===== src/rtl/sb_sched_pkg.sv =====
// -----------------------------------------------------------------------------
// sb_sched_pkg
// Shared types and constants for the sideband transaction scheduler.
//   sched_state_e : scheduler FSM states (DISC, IDLE, WAIT_SENT)
//   SEL_*         : trans_sel codes understood by the SB transaction generator
// -----------------------------------------------------------------------------
package sb_sched_pkg;

   typedef enum logic [1:0] {
      DISC      = 2'd0,
      IDLE      = 2'd1,
      WAIT_SENT = 2'd2
   } sched_state_e;

   localparam logic [2:0] SEL_NONE   = 3'd0;
   localparam logic [2:0] SEL_AT_CMD = 3'd2;
   localparam logic [2:0] SEL_AT_RSP = 3'd3;
   localparam logic [2:0] SEL_LT     = 3'd4;

   // One-hot grant bit positions returned by the arbiter.
   localparam int GNT_LT  = 2;
   localparam int GNT_RSP = 1;
   localparam int GNT_CMD = 0;

endpackage


===== src/rtl/sb_sched_arb.sv =====
// -----------------------------------------------------------------------------
// sb_sched_arb
// Combinational fixed-priority picker: LT > AT response > AT command.
// Ports:
//   pend_lt_i  : LT request pending
//   pend_rsp_i : AT response pending
//   pend_cmd_i : AT command pending and eligible (no command outstanding)
//   sel_o      : trans_sel code of the winner, SEL_NONE if nothing pending
//   gnt_o      : one-hot grant {lt, rsp, cmd}
// -----------------------------------------------------------------------------
module sb_sched_arb
   import sb_sched_pkg::*;
(
   input  logic       pend_lt_i,
   input  logic       pend_rsp_i,
   input  logic       pend_cmd_i,
   output logic [2:0] sel_o,
   output logic [2:0] gnt_o
);

   // Fixed-priority selection of the next transaction.
   always_comb begin
      sel_o = SEL_NONE;
      gnt_o = 3'b000;
      if (pend_lt_i) begin
         sel_o          = SEL_LT;
         gnt_o[GNT_LT]  = 1'b1;
      end else if (pend_rsp_i) begin
         sel_o          = SEL_AT_RSP;
         gnt_o[GNT_RSP] = 1'b1;
      end else if (pend_cmd_i) begin
         sel_o          = SEL_AT_CMD;
         gnt_o[GNT_CMD] = 1'b1;
      end else begin
         sel_o = SEL_NONE;
         gnt_o = 3'b000;
      end
   end

endmodule


===== src/rtl/sb_trans_scheduler.sv =====
// -----------------------------------------------------------------------------
// sb_trans_scheduler
// Latches LT / AT-response / AT-command requests, issues a one-cycle trans_sel
// to the SB transaction generator, waits for trans_sent and supervises the
// response window of outstanding AT commands.
// Optional build macro: SB_SCHED_RETRY_EN (re-issue AT command on response
// timeout up to MAX_RETRY times before reporting at_timeout).
// Ports:
//   sb_clk, rst (async, active-low)
//   lt_req / at_cmd_req / at_rsp_req : request pulses
//   at_rsp_rcvd    : far-end response to an AT command
//   trans_sent     : generator done pulse
//   disconnected_s : generator disconnected, forces DISC
//   trans_sel      : one-cycle code to the generator
//   lt_done / at_cmd_done / at_rsp_done / at_timeout : completion pulses
//   gen_err        : sticky generator-hang flag
//   busy           : high whenever the FSM is not IDLE
// All outputs are registered.
// -----------------------------------------------------------------------------
module sb_trans_scheduler
   import sb_sched_pkg::*;
#(
   parameter int RSP_TIMEOUT = 1000,
   parameter int SENT_GUARD  = 255,
   parameter int CNT_W       = 10
`ifdef SB_SCHED_RETRY_EN
   ,
   parameter int MAX_RETRY   = 2
`endif
) (
   input  logic       sb_clk,
   input  logic       rst,
   input  logic       lt_req,
   input  logic       at_cmd_req,
   input  logic       at_rsp_req,
   input  logic       at_rsp_rcvd,
   input  logic       trans_sent,
   input  logic       disconnected_s,
   output logic [2:0] trans_sel,
   output logic       lt_done,
   output logic       at_cmd_done,
   output logic       at_rsp_done,
   output logic       at_timeout,
   output logic       gen_err,
   output logic       busy
);

   // Counters fire on the edge where they would reach their limit.
   localparam logic [CNT_W-1:0] GUARD_LAST = CNT_W'(SENT_GUARD - 1);
   localparam logic [CNT_W-1:0] TMO_LAST   = CNT_W'(RSP_TIMEOUT - 1);
   localparam logic [CNT_W-1:0] CNT_ZERO   = {CNT_W{1'b0}};

`ifdef SB_SCHED_RETRY_EN
   localparam int RETRY_W = (MAX_RETRY < 2) ? 1 : $clog2(MAX_RETRY + 1);
   logic [RETRY_W-1:0] retry_cnt_q, retry_cnt_d;
`endif

   sched_state_e     state_q, state_d;
   logic             pend_lt_q, pend_lt_d;
   logic             pend_rsp_q, pend_rsp_d;
   logic             pend_cmd_q, pend_cmd_d;
   logic [CNT_W-1:0] timer_q, timer_d;
   logic [CNT_W-1:0] rsp_timer_q, rsp_timer_d;
   logic             cmd_out_q, cmd_out_d;
   logic [2:0]       cur_sel_q, cur_sel_d;
   logic [2:0]       trans_sel_q, trans_sel_d;
   logic             lt_done_q, lt_done_d;
   logic             at_cmd_done_q, at_cmd_done_d;
   logic             at_rsp_done_q, at_rsp_done_d;
   logic             at_timeout_q, at_timeout_d;
   logic             gen_err_q, gen_err_d;
   logic             busy_q, busy_d;

   logic [2:0]       arb_sel;
   logic [2:0]       arb_gnt;

   // Saturating increment for the shared timer width.
   function automatic logic [CNT_W-1:0] sat_inc(input logic [CNT_W-1:0] v);
      if (v == {CNT_W{1'b1}}) begin
         return v;
      end else begin
         return v + CNT_W'(1);
      end
   endfunction

   sb_sched_arb u_arb (
      .pend_lt_i  (pend_lt_q),
      .pend_rsp_i (pend_rsp_q),
      .pend_cmd_i (pend_cmd_q & ~cmd_out_q),
      .sel_o      (arb_sel),
      .gnt_o      (arb_gnt)
   );

   // State and datapath registers.
   always_ff @(posedge sb_clk or negedge rst) begin
      if (!rst) begin
         state_q       <= DISC;
         pend_lt_q     <= 1'b0;
         pend_rsp_q    <= 1'b0;
         pend_cmd_q    <= 1'b0;
         timer_q       <= CNT_ZERO;
         rsp_timer_q   <= CNT_ZERO;
         cmd_out_q     <= 1'b0;
         cur_sel_q     <= SEL_NONE;
         trans_sel_q   <= SEL_NONE;
         lt_done_q     <= 1'b0;
         at_cmd_done_q <= 1'b0;
         at_rsp_done_q <= 1'b0;
         at_timeout_q  <= 1'b0;
         gen_err_q     <= 1'b0;
         busy_q        <= 1'b0;
`ifdef SB_SCHED_RETRY_EN
         retry_cnt_q   <= {RETRY_W{1'b0}};
`endif
      end else begin
         state_q       <= state_d;
         pend_lt_q     <= pend_lt_d;
         pend_rsp_q    <= pend_rsp_d;
         pend_cmd_q    <= pend_cmd_d;
         timer_q       <= timer_d;
         rsp_timer_q   <= rsp_timer_d;
         cmd_out_q     <= cmd_out_d;
         cur_sel_q     <= cur_sel_d;
         trans_sel_q   <= trans_sel_d;
         lt_done_q     <= lt_done_d;
         at_cmd_done_q <= at_cmd_done_d;
         at_rsp_done_q <= at_rsp_done_d;
         at_timeout_q  <= at_timeout_d;
         gen_err_q     <= gen_err_d;
         busy_q        <= busy_d;
`ifdef SB_SCHED_RETRY_EN
         retry_cnt_q   <= retry_cnt_d;
`endif
      end
   end

   // Next-state logic; disconnect overrides every state.
   always_comb begin
      state_d = state_q;
      if (disconnected_s) begin
         state_d = DISC;
      end else begin
         case (state_q)
            DISC:      state_d = IDLE;
            IDLE:      state_d = (arb_sel != SEL_NONE) ? WAIT_SENT : IDLE;
            WAIT_SENT: state_d = (trans_sent || (timer_q == GUARD_LAST)) ? IDLE : WAIT_SENT;
            default:   state_d = DISC;
         endcase
      end
   end

   // Flags, timers and registered output values.
   always_comb begin
      pend_lt_d     = pend_lt_q;
      pend_rsp_d    = pend_rsp_q;
      pend_cmd_d    = pend_cmd_q;
      timer_d       = timer_q;
      rsp_timer_d   = rsp_timer_q;
      cmd_out_d     = cmd_out_q;
      cur_sel_d     = cur_sel_q;
      gen_err_d     = gen_err_q;
      trans_sel_d   = SEL_NONE;
      lt_done_d     = 1'b0;
      at_cmd_done_d = 1'b0;
      at_rsp_done_d = 1'b0;
      at_timeout_d  = 1'b0;
      busy_d        = (state_d != IDLE);
`ifdef SB_SCHED_RETRY_EN
      retry_cnt_d   = retry_cnt_q;
`endif

      if (disconnected_s || (state_q == DISC)) begin
         // Drop everything in flight; requests are not latched while down.
         pend_lt_d   = 1'b0;
         pend_rsp_d  = 1'b0;
         pend_cmd_d  = 1'b0;
         timer_d     = CNT_ZERO;
         rsp_timer_d = CNT_ZERO;
         cmd_out_d   = 1'b0;
         cur_sel_d   = SEL_NONE;
         gen_err_d   = 1'b0;
`ifdef SB_SCHED_RETRY_EN
         retry_cnt_d = {RETRY_W{1'b0}};
`endif
      end else begin
         // Response window of an outstanding AT command; response beats timeout.
         if (cmd_out_q) begin
            rsp_timer_d = sat_inc(rsp_timer_q);
            if (at_rsp_rcvd) begin
               at_cmd_done_d = 1'b1;
               cmd_out_d     = 1'b0;
`ifdef SB_SCHED_RETRY_EN
               retry_cnt_d   = {RETRY_W{1'b0}};
`endif
            end else if (rsp_timer_q == TMO_LAST) begin
`ifdef SB_SCHED_RETRY_EN
               if (retry_cnt_q < RETRY_W'(MAX_RETRY)) begin
                  // Re-queue the command through normal arbitration.
                  retry_cnt_d = retry_cnt_q + RETRY_W'(1);
                  cmd_out_d   = 1'b0;
                  pend_cmd_d  = 1'b1;
               end else begin
                  at_timeout_d = 1'b1;
                  cmd_out_d    = 1'b0;
                  retry_cnt_d  = {RETRY_W{1'b0}};
               end
`else
               at_timeout_d = 1'b1;
               cmd_out_d    = 1'b0;
`endif
            end else begin
               cmd_out_d = 1'b1;
            end
         end else begin
            rsp_timer_d = rsp_timer_q;
         end

         case (state_q)
            IDLE: begin
               if (arb_sel != SEL_NONE) begin
                  trans_sel_d = arb_sel;
                  cur_sel_d   = arb_sel;
                  timer_d     = CNT_ZERO;
                  if (arb_gnt[GNT_LT])  pend_lt_d  = 1'b0; else pend_lt_d  = pend_lt_q;
                  if (arb_gnt[GNT_RSP]) pend_rsp_d = 1'b0; else pend_rsp_d = pend_rsp_q;
                  if (arb_gnt[GNT_CMD]) pend_cmd_d = 1'b0; else pend_cmd_d = pend_cmd_d;
               end else begin
                  trans_sel_d = SEL_NONE;
               end
            end
            WAIT_SENT: begin
               timer_d = sat_inc(timer_q);
               if (trans_sent) begin
                  case (cur_sel_q)
                     SEL_LT:     lt_done_d     = 1'b1;
                     SEL_AT_RSP: at_rsp_done_d = 1'b1;
                     SEL_AT_CMD: begin
                        cmd_out_d   = 1'b1;
                        rsp_timer_d = CNT_ZERO;
                     end
                     default:    lt_done_d     = 1'b0;
                  endcase
                  cur_sel_d = SEL_NONE;
               end else if (timer_q == GUARD_LAST) begin
                  // Generator hang: flag it and abandon the transaction.
                  gen_err_d = 1'b1;
                  cur_sel_d = SEL_NONE;
               end else begin
                  cur_sel_d = cur_sel_q;
               end
            end
            default: cur_sel_d = cur_sel_q;
         endcase

         // A new request wins over a same-cycle clear.
         if (lt_req)     pend_lt_d  = 1'b1; else pend_lt_d  = pend_lt_d;
         if (at_rsp_req) pend_rsp_d = 1'b1; else pend_rsp_d = pend_rsp_d;
         if (at_cmd_req) pend_cmd_d = 1'b1; else pend_cmd_d = pend_cmd_d;
      end
   end

   assign trans_sel   = trans_sel_q;
   assign lt_done     = lt_done_q;
   assign at_cmd_done = at_cmd_done_q;
   assign at_rsp_done = at_rsp_done_q;
   assign at_timeout  = at_timeout_q;
   assign gen_err     = gen_err_q;
   assign busy        = busy_q;

endmodule


===== config.mk =====
export PLATFORM = sky130hd
export DESIGN_NAME = sb_trans_scheduler
export DESIGN_NICKNAME = d
export VERILOG_FILES = /design/src/rtl/sb_sched_pkg.sv /design/src/rtl/sb_sched_arb.sv /design/src/rtl/sb_trans_scheduler.sv
export SDC_FILE = /design/constraint.sdc
export NUM_CORES = 1
export LEC_CHECK = 0
export ABC_AREA = 1
export CAP_MARGIN = 20
export CORE_MARGIN = 1.5
export CORE_UTILIZATION = 57
export DETAILED_ROUTE_END_ITERATION = 8
export PLACE_DENSITY = 0.78
export REMOVE_ABC_BUFFERS = 1
export SYNTH_ARGS = -nofsm -noshare
export SYNTH_HDL_FRONTEND = slang
export SYNTH_HIERARCHICAL = 1
export SYNTH_SLANG_ARGS = --single-unit

===== constraint.sdc =====
create_clock -name sb_clk -period 1.9 [get_ports sb_clk]
set_input_delay 0.38 -clock sb_clk [delete_from_list [all_inputs] [get_ports sb_clk]]
set_output_delay 0.38 -clock sb_clk [all_outputs]
set_load 0.1 [all_outputs]

==> summary.md, run 1 <==
| Metric | Value |
|---|---|
| Run status | `completed` |
| Critical Setup Path Class | `register to register` |
| CP max FO | `10` |
| # Post-CTS Setup Buffers | `0` |
| Hold WC Path Type | `primary input to async pin` |
| Max-slew headroom | `just under 70%` |
| Final Hold Fails | `0` |
| Gate Count Post-Synth | `approximately 270` |
| Non-filler cells in the finished layout | `roughly 340` |
| H-Tree Level Count | `2` |
| Total wire length | `4.133 mm` |
| Max capacitance violation total | `0` |
| RSZ-0062 raised after global routing | `no` |
| Row cnt | `22` |
| Syn Std Cell Area | `2126 µm²` |
| Yosys cell types | `35` |
| CP max-delay cell | `dfrtp_1` |
| Ys flop type | `dfrtp_1` |
| Sum Neg Setup Slack | `0 ns` |
| Hold_buf cts | `0` |
| Synth Warn # | `6` |
| Final nets | `approximately 300` |
| Crit end category | `register` |
| GRT Total Usage | `23.29%` |
| Critical path data required time | `2.09 ns` |
| Remaining Overflow, GRT | `0` |
| Cell Chain, Critical Path | `ha_1, clkinv_1, nor2_2, nand2_2, nor2_4, nand2_4, nand2_8, inv_6, nand3_1, nand2_1` |
| Layout area overhead | `14.83%` |
| Crit-path max cell delay | `0.42 ns` |
| Vias/cell | `about 5` |
| Cell area after layout | `about 2400 µm²` |
| Layout cells sized above 1 | `18.69%` |
| Fillcell total | `310` |
| Initial Utilization | `58.51%` |
| Most frequent cells in the layout | `54 x nand2_1, 38 x dfrtp_1, 33 x inv_1` |
| HPWL after detailed placement | `between 3 and 4 mm` |
| Sequential-to-total area share from yosys stat | `44.73%` |
| Max Fclk | `~0.64 GHz` |
| CTS root buf | `clkbuf_8` |
| DIE HEIGHT | `around 64 µm` |
| Worst IR Drop VDD | `500.6 µV` |
| Pwr dens | `740.9 nW/µm²` |
| Flop pwr share | `a little under half` |
| Sw power | `519.5 µW` |
| DP Area | `2327 µm²` |
| Number of buffers created by CTS | `5` |
| Sink Count | `38` |
| Die footprint | `4105 µm²` |
| Io pins | `17` |
| Comb power frac | `14.1%` |
| Die Width | `approximately 64 µm` |
| Pint | `1.289 mW` |
| Min Tclk post-route | `1.571 ns` |
| Post-synthesis register bit count | `38` |
| Worst slew pin tran | `0.4619 ns` |
| Asr flop ratio synth | `100.0%` |
| Sw Ratio | `28.73%` |
| DRT iter0 DRCs | `127` |
| Vias in the first global route | `1750` |
| Critical path startpoint category | `register` |
| Post-route ant nets | `0` |
| First-pass GRT wire length | `7.389 mm` |
| Skew-Pair Late Insertion Delay | `0.30 ns` |
| Initial antenna violation count | `0` |
| Number of enable flip-flop cells after synthesis | `0` |
| Clk_skew | `0.007379 ns` |
| Port bufs | `16` |
| Largest net degree at the start of global routing | `21` |
| Fin Hold WS | `around 0.021 ns` |
| Number of diodes | `0` |
| CTS tree | `done` |
| CTS Buffer Depth | `2` |
| DRC viols | `0` |
| Core area | `3633 µm²` |
| Gpl congestion | `0.9118` |
| DR vias | `1734` |
| Clock transition at path regs | `approximately 0.080 ns` |
| P_leak | `~1.1 nW` |
| Post_cts resized | `0` |
| Final worst-path cycle share | `between 80% and 90%` |
| Synthesized area per cell | `between 7 and 8 µm²` |
| Placed insts | `329` |
| Most common library cell in the layout ignoring fill and taps | `nand2_1` |
| First-pass DRT Iterations | `4` |
| Fin. max-slew vios | `0` |
| Worst EP arrival | `about 1.8 ns` |
| # setup viols final | `0` |
| Clk network pwr share | `38.5%` |
| Routed WL per cell | `12.26 µm` |
==> synth_stat cells (4+ instances only) <==
| cell type | number | area, µm² |
|---|---|---|
| nand2_1 | 54 | 202.7 |
| dfrtp_1 | 38 | 950.9 |
| inv_1 | 33 | 123.9 |
| nor2_1 | 28 | 105.1 |
| nand3_1 | 16 | 80.08 |
| nand4_1 | 10 | 62.56 |
| a21oi_1 | 9 | 45.04 |
| o21ai_1 | 9 | 45.04 |
| inv_2 | 7 | 26.28 |
| nand2_2 | 7 | 43.79 |
| o21ai_0 | 6 | 30.03 |
| nor2_2 | 5 | 31.28 |
| nor3_1 | 5 | 25.02 |
| xor2_1 | 5 | 43.79 |
| buf_4 | 4 | 30.03 |
==> path summary, 6_finish.rpt <==
check	start	endpoint	slack [ns]	cells past startpoint
max	timer_q[1]$_DFFE_PN0P_	timer_q[0]$_DFFE_PN0P_	0.33	10
min	rst	rsp_timer_q[2]$_DFF_PN0_	0.02	1
max reg2reg	timer_q[1]$_DFFE_PN0P_	timer_q[0]$_DFFE_PN0P_	0.33	10
min reg2reg	cur_sel_q[2]$_DFFE_PN0P_	cur_sel_q[2]$_DFFE_PN0P_	0.51	2
max in group asynchronous	rst	pend_rsp_q$_DFFE_PN0P_	1.43	2
min in group sb_clk	cur_sel_q[2]$_DFFE_PN0P_	cur_sel_q[2]$_DFFE_PN0P_	0.51	2
==> critical path: cells and delay by family (launching register included) <==
kind | cells | cell delay [ns]
flops | 1 | 0.42
simple gates | 7 | 0.68
fa+ha+maj | 1 | 0.21
buf+inv | 2 | 0.15
==> kinds of logic (layout without fill, tap and decap cells) <==
logic type               count (synthesis)  in the layout  synth area share (%)
buffers and inverters                   48             71                 9.418
XOR/XNOR                                 7              7                 2.884
flip-flops                              38             38                 44.73
AND/OR/NAND/NOR                        137            137                 31.84
AO/OA/AOI/OAI                           33             33                 9.359
adder cells (fa/ha/maj)                  3              3                 1.766
==> registers in the layout, summed over array words and instances (netlist names), 2 cells and up <==
name	flops
cur_sel_q	3
timer_q	10
trans_sel	3
state_q	2
rsp_timer_q	10
==> per-layer routing <==
layer	global-route usage, %	wire length [µm]	up-vias
met4	13.04	98	0
li1	-	-	895
met3	4.401	145	9
met5	0	0	-
met1	29.36	1942	795
met2	37.50	1946	35
==> metrics by stage <==
stage | power [mW] | setup slack (ns) | util [%]
floorplan | 1.037 | 0.4397 | -
global route | 1.887 | 0.1444 | 67.18
CTS | 1.827 | 0.3290 | 67.18
finish | 1.809 | 0.3286 | 67.18
global placement | 1.124 | 0.1584 | 64.05
detailed placement | 1.127 | 0.1287 | 64.05
==> power groups by stage <==
stage | Combinational [mW] | Sequential, mW | Clock [mW]
after floorplan | 0.111 | 0.926 | 0
after global placement | 0.253 | 0.871 | 0
after detailed placement | 0.256 | 0.871 | 0
after CTS | 0.257 | 0.855 | 0.714
after global routing | 0.283 | 0.859 | 0.745
final | 0.256 | 0.856 | 0.697
==> cell type report <==
type | instances | area, µm² | area share [%]
Multi-Input combinational cell | 180 | 974.7 | 39.93
Sequential cell | 38 | 950.9 | 38.95
Timing Repair Buffer | 20 | 175.2 | 7.176
Inverter | 43 | 166.4 | 6.817
Clock buffer | 5 | 68.82 | 2.819
Tap cell | 48 | 60.06 | 2.460
Clock inverter | 3 | 45.04 | 1.845
Note: power is estimated with default switching activity, not from simulation.
==> run 2: changes to the inputs <==
clock period = 1.6 ns   (was 1.9 ns; I/O delays follow)
==> summary.md, run 2 (synthesized netlist as in run 1, its figures left out) <==
| Metric | Value |
|---|---|
| R2R Setup Slk | `0.07 ns` |
| GR Util met3 | `4.930%` |
| M1 GR Usage | `33.80%` |
| Max Fclk | `0.6516 GHz` |
| Total wire length | `4.671 mm` |
| Reg2Reg Depth | `11` |
| Port bufs | `16` |
| Final core occ | `about 74%` |
| Layout cells sized above 1 | `22.92%` |
| Routed WL per cell | `between 10 and 15 µm` |
| Sum Neg Setup Slack | `0 ns` |
| P_leak | `1.238 nW` |
| Sink Count | `38` |
| Pwr dens | `between 700 and 800 nW/µm²` |
| Non-filler cells in the finished layout | `349` |
| Vias/cell | `~5.3` |
| Max-slew headroom | `69.80%` |
| H-Tree Level Count | `2` |
| Number of buffers created by CTS | `5` |
| DRT iter0 DRCs | `138` |
| Gpl congestion | `0.8862` |
| Worst IR Drop VDD | `650.8 µV` |
| Initial Utilization | `58.51%` |
| Row cnt | `22` |
| Largest net degree at the start of global routing | `21` |
| Critical Setup Path Class | `register to register` |
| FF-to-FF Start | `cmd_out_q$_DFF_PN0_` |
| Met2 usage | `39.45%` |
| DIE HEIGHT | `64.07 µm` |
| DR vias | `1844` |
| First-pass GRT wire length | `slightly below 8 mm` |
| GRT Total Usage | `24.71%` |
| Clk_skew | `0.005717 ns` |
| CP max FO | `5` |
| Most Used Layer, Global Route | `met2` |
| Vias in the first global route | `1789` |
| Remaining Overflow, GRT | `0` |
| HPWL after detailed placement | `~3.4 mm` |
| Cell Chain, Critical Path | `nor2_2, nor2_1, nor2_1, nor2_1, nand2_1, a21oi_2, inv_2, buf_12, nand2_8, nand2_1, nand2_1` |
| Crit-path max cell delay | `around 0.40 ns` |
| Final nets | `between 300 and 400` |
| Die Width | `64.07 µm` |
| Cell area after layout | `2673 µm²` |
| Skew-Pair Late Insertion Delay | `0.29 ns` |
| CTS tree | `done` |
| Core area | `3633 µm²` |
| DRC viols | `0` |
| Initial antenna violation count | `0` |
| Worst slew pin tran | `around 0.45 ns` |
| Layout area overhead | `25.72%` |
| CP max-delay cell | `dfrtp_1` |
| Max capacitance violation total | `0` |
| Crit end category | `register` |
| CTS Buffer Depth | `2` |
| Fin. max-slew vios | `0` |
| Run status | `completed` |
| Crit path capture | `timer_q[9]$_DFFE_PN0P_` |
| CTS root buf | `clkbuf_8` |
| Final Hold Fails | `0` |
| Final worst-path cycle share | `95.92%` |
| # setup viols final | `0` |
| CP Launch Point | `cmd_out_q$_DFF_PN0_` |
| Most common library cell in the layout ignoring fill and taps | `nand2_1` |
| Critical path startpoint category | `register` |
| Min Tclk post-route | `1.535 ns` |
| First-pass DRT Iterations | `4` |
| Number of diodes | `0` |
| Tot Pwr | `2.108 mW` |
| Die footprint | `4105 µm²` |
| Io pins | `17` |
| DP Area | `approximately 2500 µm²` |
| Hold WC Path Type | `primary input to async pin` |
| Worst EP arrival | `1.72 ns` |
| Biggest regs | `rsp_timer_q: 10 flops, timer_q: 10 flops` |
| Placed insts | `337` |
| Critical path data required time | `1.78 ns` |
| Most frequent cells in the layout | `53 x nand2_1, 38 x dfrtp_1, 32 x inv_1` |
| Clock transition at path regs | `0.07 ns` |
| R2R Path End | `timer_q[9]$_DFFE_PN0P_` |
| Post-route ant nets | `0` |
-- run 2: worst min-delay path by stage --
| stage | cells past startpoint | to | slack [ns] |
|---|---|---|---|
| after floorplan | 0 | at_cmd_done$_DFF_PN0_ | 0.02 |
| after global placement | 1 | rsp_timer_q[3]$_DFF_PN0_ | 0.29 |
| after detailed placement | 1 | rsp_timer_q[3]$_DFF_PN0_ | 0.29 |
| after CTS | 2 | rsp_timer_q[0]$_DFF_PN0_ | 0.52 |
| after global routing | 1 | lt_done$_DFF_PN0_ | 0.55 |
| final | 2 | rsp_timer_q[3]$_DFF_PN0_ | 0.50 |
-- run 2: routing by layer --
| layer | wire length (µm) | up-vias |
|---|---|---|
| met1 | 2066 | 865 |
| met5 | 0 | - |
| li1 | - | 925 |
| met4 | 62 | 0 |
| met2 | 2322 | 45 |
| met3 | 219 | 9 |
-- run 2: power breakdown --
group	leakage, nW	total, mW	switching (mW)	internal, mW
logic	0.666	0.409	0.256	0.153
clock network	0.0482	0.682	0.334	0.348
registers	0.523	1.02	0.0303	0.986
-- run 2: cell type report --
class,instances,area (µm²)
multi-input combinational,181,1006
fill,280,960.9
sequential,38,950.9
timing repair buffer,31,397.9
inverter,43,166.4
clock buffer,7,86.33
tap,48,60.06
clock inverter,1,5.005
-- run 2: worst max-delay path: cells and delay by family (launching register included) --
kind | cells | cell delay (ns)
buffers and inverters | 2 | 0.27
AO/OA/AOI/OAI | 1 | 0.08
flip-flops | 1 | 0.40
AND/OR/NAND/NOR | 8 | 0.67
-- run 2: through the flow --
stage | hold slack (ns) | setup WS, ns
5_1_grt | 0.5470 | -0.01520
3_3_place_gp | 0.2900 | 0.01322
4_1_cts | 0.5168 | 0.07840
2_1_floorplan | 0.02441 | 0.1397
6_report | 0.5015 | 0.06525
3_5_place_dp | 0.2919 | -0.02236
-- run 2: timing repair --
item,in CTS,in global routing
endpoints found under the hold margin,18,0
hold buffers,1,0
endpoints found under the setup margin,0,12
buffers inserted,0,2
gates resized for setup,0,7
==> run 3: changes to the inputs <==
ABC_AREA = 0   (was 1)
PLACE_DENSITY = 0.79   (was 0.78)
==> summary.md, run 3 <==
| Metric | Value |
|---|---|
| Placed insts | `between 200 and 300` |
| Gpl congestion | `0.8203` |
| # setup viols final | `13` |
| Failing checks | `setup timing` |
| Min Tclk post-route | `1.667 ns` |
| Synth top area share | `49.00%` |
| Io pins | `17` |
| Number of enable flip-flop cells after synthesis | `0` |
| Count leader, synth | `dfrtp_1` |
| Skew-Pair Late Insertion Delay | `0.34 ns` |
| Fin worst setup slack | `-0.06690 ns` |
| Layout area overhead | `32.50%` |
| Critical Setup Path Class | `register to register` |
| Clock transition at path regs | `0.11 ns` |
| First-pass DRT Iterations | `4` |
| Crit end category | `register` |
| Die Width | `61.35 µm` |
| DIE HEIGHT | `~61 µm` |
| Post-synth top cells | `38 x dfrtp_1, 16 x nor2_1, 12 x a21oi_1` |
| Syn Std Cell Area | `1941 µm²` |
| GR Util met3 | `between 7 and 8%` |
| Met2 usage | `45.74%` |
| Vias in the first global route | `1610` |
| Ys flop type | `dfrtp_1` |
| CTS tree | `done` |
| Final Hold Fails | `0` |
| Critical path data required time | `1.89 ns` |
| Routed WL per cell | `15.50 µm` |
| Initial Utilization | `58.62%` |
| Total wire length | `around 4.5 mm` |
| Vias/cell | `approximately 6.0` |
| Biggest regs | `rsp_timer_q: 10 flops, timer_q: 10 flops` |
| Crit-path max cell delay | `0.40 ns` |
| Hold WC Path Type | `primary input to async pin` |
| Initial antenna violation count | `0` |
| Area leader, netlist | `dfrtp_1` |
| Die footprint | `3764 µm²` |
| Critical path startpoint category | `register` |
| Synth area leaders | `dfrtp_1 49%, a21oi_1 3.1%, nor2_1 3.1%` |
| Worst EP arrival | `about 2.0 ns` |
| Max-slew headroom | `74.90%` |
| Run status | `finished with violations` |
| Synth Warn # | `6` |
| Worst IR Drop VDD | `approximately 700 µV` |
| Max Fclk | `around 0.6 GHz` |
| Final nets | `255` |
| Most frequent cells in the layout | `38 x dfrtp_1, 32 x buf_4, 16 x nor2_1` |
| CP max FO | `5` |
| DR vias | `1741` |
| Fin Hold WS | `approximately 0.34 ns` |
| DRT iter0 DRCs | `211` |
| DRC viols | `0` |
| CTS root buf | `clkbuf_4` |
| CP Buf/Inv Count | `1` |
| Core area | `around 3300 µm²` |
| CTS Buffer Depth | `2` |
| GRT Total Usage | `about a quarter` |
| Port bufs | `16` |
| H-Tree Level Count | `2` |
| Max capacitance violation total | `0` |
| CP max-delay cell | `dfrtp_1` |
| Asr flop ratio synth | `between 90% and 100%` |
| Synthesized area per cell | `roughly 9.9 µm²` |
| Final worst-path cycle share | `104.2%` |
| Clk_skew | `0.007143 ns` |
| Post-synthesis register bit count | `38` |
| Worst slew pin tran | `approximately 0.37 ns` |
| Sequential-to-total area share from yosys stat | `49.00%` |
| P_leak | `1.190 nW` |
| Gate Count Post-Synth | `between 150 and 200` |
| Layout cells sized above 1 | `about a quarter` |
| Non-filler cells in the finished layout | `291` |
| Number of buffers created by CTS | `5` |
| Largest net degree at the start of global routing | `39` |
| M1 GR Usage | `between 30% and 40%` |
| RSZ-0062 raised after global routing | `yes` |
| Most Used Layer, Global Route | `met2` |
| Final core occ | `just under 80%` |
| Post-route ant nets | `0` |
| Row cnt | `21` |
| Most common library cell in the layout ignoring fill and taps | `dfrtp_1` |
| HPWL after detailed placement | `~3.2 mm` |
| Cell Chain, Critical Path | `nor2b_4, o21ba_1, or3_4, a21oi_4, buf_6, a21o_1, a21o_1` |
| Sink Count | `38` |
| Cell mode on critical path | `a21o_1` |
| Worst path top cell family by delay | `compound AO/OA/AOI/OAI gates` |
| First-pass GRT wire length | `7.113 mm` |
| Number of diodes | `0` |
| Fin. max-slew vios | `0` |
| Yosys cell types | `45` |
| Pwr dens | `720.1 nW/µm²` |
| Remaining Overflow, GRT | `0` |
run 3: cell count changes in the layout (fill, tap and decap cells not counted), moves of 6 or more:
cell     before  now
a31oi_1       1    9
and3_1        0    6
buf_4        11   32
inv_1        32    6
inv_2         8    0
nand2_1      53    9
nand2_2       8    0
nand3_1      16    8
nor2_1       27   16
o21ai_1      10    4
run 3: kinds of logic (layout without fill, tap and decap cells):
| group | count (synthesis) | count (layout) | synth area share (%) |
|---|---|---|---|
| AO/OA/AOI/OAI | 53 | 53 | 17.34 |
| flip-flops | 38 | 38 | 49.00 |
| multiplexers | 1 | 1 | 0.5158 |
| adder cells (fa/ha/maj) | 3 | 3 | 1.934 |
| AND/OR/NAND/NOR | 82 | 82 | 25.40 |
| XOR/XNOR | 3 | 3 | 1.354 |
| buffers and inverters | 16 | 65 | 4.448 |
run 3: metrics by stage:
stage | setup WS, ns | total power, mW | setup TNS [ns] | instance area (µm²)
finish | -0.06690 | 1.852 | -0.5887 | 2571
global route | -0.1336 | 1.930 | -1.445 | 2571
CTS | -0.05314 | 1.846 | -0.2067 | 2522
detailed placement | -0.3519 | 1.317 | -4.506 | 2415
global placement | -0.2762 | 1.303 | -3.169 | 2415
floorplan | -0.1399 | 1.163 | -1.508 | 1877
run 3: power by group:
| part | switching, mW | internal, mW | total, mW |
|---|---|---|---|
| Sequential | 0.0171 | 0.982 | 0.999 |
| Combinational | 0.187 | 0.148 | 0.335 |
| Clock | 0.305 | 0.213 | 0.518 |
run 3: path summary, 6_finish.rpt:
check | startpoint | to | slack [ns] | cells after the start
min in group sb_clk | timer_q[7]$_DFFE_PN0P_ | timer_q[7]$_DFFE_PN0P_ | 0.53 | 1
worst max register to register | pend_cmd_q$_DFFE_PN0P_ | cur_sel_q[1]$_DFFE_PN0P_ | -0.07 | 7
worst max-delay path | pend_cmd_q$_DFFE_PN0P_ | cur_sel_q[1]$_DFFE_PN0P_ | -0.07 | 7
worst min-delay path | rst | rsp_timer_q[1]$_DFF_PN0_ | 0.34 | 2
worst min register to register | timer_q[7]$_DFFE_PN0P_ | timer_q[7]$_DFFE_PN0P_ | 0.53 | 1
max in group asynchronous | rst | rsp_timer_q[8]$_DFF_PN0_ | 1.07 | 2
run 3: metal layers:
metal,vias to the layer above,part of all wire (%)
met5,-,0
met4,0,1.5
met3,10,5.4
met2,61,52
met1,845,41
li1,825,-
run 3: cell type report:
type	instances	area, µm²
multi-input combinational	142	947.2
inverter	6	22.52
clock buffer	7	55.05
timing repair buffer	51	533.0
tap	46	57.56
clock inverter	1	5.005
sequential	38	950.9
fill	229	739.5
run 3: repair_timing:
action                     in CTS  in global routing
resized for setup               6                  7
hold buffers                    0                  0
pin swaps                       5                  4
buffers inserted                2                  3
cloned                          1                  0
setup endpoints to repair      17                 24
